--- config.mk ---
export PLATFORM = sky130hd
export DESIGN_NAME = seq_det_ctrl
export DESIGN_NICKNAME = d
export VERILOG_FILES = /design/src/rtl/seq_det_ctrl.sv
export SDC_FILE = /design/constraint.sdc
export NUM_CORES = 1
export LEC_CHECK = 0
export BUFFER_PORTS_ARGS = -buffer_cell sky130_fd_sc_hd__buf_2
export CAP_MARGIN = 20
export CORE_ASPECT_RATIO = 0.9
export CORE_UTILIZATION = 50
export CTS_CLUSTER_DIAMETER = 50
export DETAILED_ROUTE_END_ITERATION = 8
export PLACE_DENSITY = 0.75
export SETUP_SLACK_MARGIN = 0.4
export SLEW_MARGIN = 20
export SYNTH_ARGS = -nofsm -noshare
export SYNTH_HDL_FRONTEND = slang
export SYNTH_SLANG_ARGS = --single-unit
--- constraint.sdc ---
create_clock -name clk -period 5.4 [get_ports clk]
set_clock_uncertainty 0.2 [all_clocks]
set_input_delay 0.81 -clock clk [delete_from_list [all_inputs] [get_ports clk]]
set_output_delay 0.81 -clock clk [all_outputs]
set_load 0.005 [all_outputs]
--- src/rtl/seq_det_ctrl.sv ---
// Sequencer for a serial "1101" Mealy detector: accepts a parallel word, optionally
// clears the detector, shifts the word in MSB-first and reports the hit statistics.
//
// state | meaning
// IDLE  | ready for a word, results from the last word held
// CLR   | one-cycle synchronous clear of the detector
// SHIFT | one word bit per cycle into the detector, hits counted
// DONE  | one-cycle done pulse, results valid
module seq_det_ctrl #(
  parameter int WORD_W = 8,
  parameter int POS_W  = 3,
  parameter int CNT_W  = 4
) (
  input  logic              clk,
  input  logic              reset,
  input  logic              in_valid,
  input  logic [WORD_W-1:0] in_data,
  input  logic              keep_ctx,
  output logic              in_ready,
  output logic              det_en,
  output logic              det_din,
  output logic              det_clr,
  input  logic              det_dout,
  output logic              done,
  output logic [CNT_W-1:0]  match_cnt,
  output logic [POS_W-1:0]  first_pos,
  output logic              hit
);

  typedef enum logic [1:0] {IDLE, CLR, SHIFT, DONE} state_t;

  localparam logic [POS_W-1:0] LAST_IDX = POS_W'(WORD_W - 1);
  localparam logic [CNT_W-1:0] CNT_MAX  = '1;

  state_t              state_q, state_d;
  logic [WORD_W-1:0]   word_q, word_d;
  logic [POS_W-1:0]    idx_q, idx_d;
  logic [CNT_W-1:0]    cnt_q, cnt_d;
  logic [POS_W-1:0]    first_q, first_d;

  always_ff @(posedge clk) begin
    if (reset) begin
      state_q <= IDLE;
      word_q  <= '0;
      idx_q   <= '0;
      cnt_q   <= '0;
      first_q <= '0;
    end else begin
      state_q <= state_d;
      word_q  <= word_d;
      idx_q   <= idx_d;
      cnt_q   <= cnt_d;
      first_q <= first_d;
    end
  end

  always_comb begin
    state_d  = state_q;
    word_d   = word_q;
    idx_d    = idx_q;
    cnt_d    = cnt_q;
    first_d  = first_q;
    in_ready = 1'b0;
    det_en   = 1'b0;
    det_din  = 1'b0;
    det_clr  = 1'b0;
    done     = 1'b0;
    case (state_q)
      IDLE: begin
        in_ready = 1'b1;
        if (in_valid) begin
          word_d  = in_data;
          cnt_d   = '0;
          first_d = '0;
          idx_d   = '0;
          state_d = keep_ctx ? SHIFT : CLR;
        end
      end
      CLR: begin
        det_clr = 1'b1;
        state_d = SHIFT;
      end
      SHIFT: begin
        // The word register shifts left, so its MSB is always the current bit.
        det_en  = 1'b1;
        det_din = word_q[WORD_W-1];
        word_d  = {word_q[WORD_W-2:0], 1'b0};
        idx_d   = idx_q + POS_W'(1);
        if (det_dout) begin
          if (cnt_q == '0) first_d = idx_q;
          if (cnt_q != CNT_MAX) cnt_d = cnt_q + CNT_W'(1);
        end
        if (idx_q == LAST_IDX) state_d = DONE;
      end
      DONE: begin
        done    = 1'b1;
        state_d = IDLE;
      end
      default: state_d = IDLE;
    endcase
  end

  assign match_cnt = cnt_q;
  assign first_pos = first_q;
  assign hit       = (cnt_q != '0);

endmodule

==> impl_results.md <==
* Critical path type: register to output pin
* P&R area growth vs syn at 10.24%
* Peak VDD IR at around 0.32 mV
* Initial Utilization at 0.5605
* Path length in cells of the critical path at 3
* WL/cell at ~13 um
* RePlAce Congestion at around 0.85
* Post-synth ARST share at 0
* CP bufs+invs at 2
* Placeable core region at between 2000 and 2500 sq um
* Run status: finished clean
* Top sig layer: met4
* Post-route setup slack at between 2 and 3 ns
* Reg2Reg Depth at 5
* Post-synth EDFFs at 0
* Final Total Pwr at between 0.5 and 0.6 mW
* Met2 WL at 970 um
* CP Launch Type: register
* CTS tree: done
* Routed wire length at approximately 2100 um
* Met3 WL post-DR at roughly 120 um
* Primary FF master, synth: dfxtp_1
* Relative slew slack at 0.3738
* CTS Buffer Depth at 2
* Worst endpoint required time at roughly 4.4 ns
* DRT Pass-1 Iters at 4
* H-Tree Depth at 1
* Pre-CTS setup slack at between 2 and 3 ns
* Worst skew pair latency at ~0.30 ns
* Cell family with the largest share of critical-path delay: adder cells
* Fin crit period at 2.810 ns
* Worst path cell trace: inv_1 > ha_1 > buf_2
* CP Max Fanout at 24
* Die span in y at approximately 47 um
* RSZ-0062 raised after global routing: false
* Crit-path max cell delay at ~0.8 ns
* DPL Wire Length at about 1500 um
* Worst min path class: register to register
* Die area at roughly 2500 sq um
* GRT Residual Overflow at 0
* Max_cap viols at 0
* Initial antenna violation count at 0
* Crit path arrival time at about 1.8 ns
* Routed vias at roughly 900
* Port bufs at 25
* Leakage power at around 0.54 nW
* Vias in the first global route at ~780
* Setup bufs post-CTS at 0
* DR vias/cell at ~5.6
* Initial DRC count at 20
* Slew Viols, Final at 0
* Clock slew at reported path FFs at approximately 0.10 ns
* # resized after CTS at 0
* # fillers at 173
* Area taken by multi-input logic gates at between 600 and 700 sq um
* Maximum clock frequency at 0.3559 GHz
* Final net count at between 150 and 200
* Global-route wire length before repair at about 3400 um
* Residual DRC at 0
* Setup TNS at 0 ns
* Routed Antenna Nets at 0
* Setup Viol. Count Final at 0
* Row cnt at 15
* Hold buffers post-CTS at 0
* Sequential share of the synthesized area at 0.3524
* Sequential cell area at between 400 and 500 sq um
* Area of the mapped netlist at around 1100 sq um
* Critical-path top delay cell: ha_1
* IO Count at 26
* Mapped Cells at roughly 120
* # diodes at 0
* Syn_nets at between 100 and 150
* Hold Fails Final Rpt at 0
* Mapped Avg Cell Area at 9.794 sq um
* Crit. End Element: output pin
* Total track usage at 0.1905
* Hold Crit Depth at 2
* Sink Count at 20
* Num CTS Buffers at 3
* Die span in x at between 50 and 60 um
* CTS root buf: clkbuf_4
* Yosys cell types at 36
* Layout cells sized above 1 at 0.2464
* Worst Tran Pin Value at roughly 0.94 ns
* Largest net degree at the start of global routing at 25
* Yosys reg bits at 20
* Post-route clock period utilization at 0.5203
* YS warnings at 0
* Met1 WL at slightly above 1000 um
* PwrDens at between 400 and 500 nW/um^2
## report_power, final
group          leakage (nW)  internal [mW]  total (mW)  switching, mW
Clock                0.0210         0.0411      0.0854         0.0443
Combinational         0.352          0.113       0.264          0.151
Sequential            0.164          0.179       0.201         0.0217
## tightest hold or removal path: cells and delay by family (launching register included)
kind,cells,cell delay [ns]
compound gates,1,0.05
flops,1,0.32
simple gates,1,0.05
## layer usage
layer,vias to the layer above,GRT usage
met4,0,0.06316
met2,30,0.3179
met1,413,0.2379
li1,474,-
met5,-,0
met3,2,0.05825
## layout make-up
type | count | share of cell area
multi-input combinational | 81 | 0.5025
sequential | 20 | 0.3197
timing repair buffer | 25 | 0.09990
clock buffer | 4 | 0.02897
tap | 25 | 0.02498
inverter | 8 | 0.02398
## per-stage QoR
stage / instances / util / area, sq um / hold WS [ns]
floorplan: 116 / - / 1136 / 0.2316
global placement: 159 / 0.6000 / 1216 / 0.2430
detailed placement: 159 / 0.6000 / 1216 / 0.2494
CTS: 163 / 0.6179 / 1252 / 0.2636
global route: 163 / 0.6179 / 1252 / 0.3059
finish: 163 / 0.6179 / 1252 / 0.2588
## cells by family (layout without fill, tap and decap cells)
group | Yosys count | count (layout) | synth area share
adder cells (fa/ha/maj) | 9 | 9 | 0.09912
AO/OA/AOI/OAI | 29 | 29 | 0.1938
buffers and inverters | 15 | 37 | 0.09360
multiplexers | 10 | 10 | 0.1035
AND/OR/NAND/NOR | 33 | 33 | 0.1575
flip-flops | 20 | 20 | 0.3524
## cells in the mapped netlist, types with 2 or more instances
cell type,number,area (sq um)
a32oi_1,2,17.52
nor2_1,9,33.78
nand2_1,7,26.28
inv_1,8,30.03
ha_1,9,112.6
nand3b_1,2,15.01
nor2b_1,2,12.51
a311oi_1,3,26.28
mux2i_1,8,80.08
nor3_1,2,10.01
nand2b_1,2,12.51
dfxtp_1,20,400.4
buf_6,4,45.04
a31oi_1,2,12.51
a21oi_1,5,25.02
nand4_1,3,18.77
a211oi_1,7,52.55
o32ai_1,3,26.28
## registers in the layout, summed over array words and instances (netlist names)
| name | flops |
|---|---|
| state_q | 2 |
| idx_q | 3 |
| first_pos | 3 |
| match_cnt | 4 |
| word_q | 8 |
## path summary, 6_finish.rpt
check,startpoint,endpoint,slack [ns]
max,state_q[0],det_en,2.59
min,word_q[0],word_q[0],0.26
max reg2reg,state_q[0],match_cnt[1],3.05
min reg2reg,word_q[0],word_q[0],0.26
## cell usage in the layout (no fill, tap or decap), drive strengths merged, types with 2 or more instances in the layout
cell / count
a211oi: 8
a32oi: 2
dfxtp: 20
a21oi: 5
clkbuf: 4
buf: 25
o32ai: 3
nor3: 2
nor2b: 2
a311oi: 3
nor2: 9
nand2b: 3
ha: 9
mux2i: 9
inv: 8
nand4: 3
a31oi: 2
nand2: 7
nand3b: 2
Note: power is estimated with default switching activity, not from simulation.
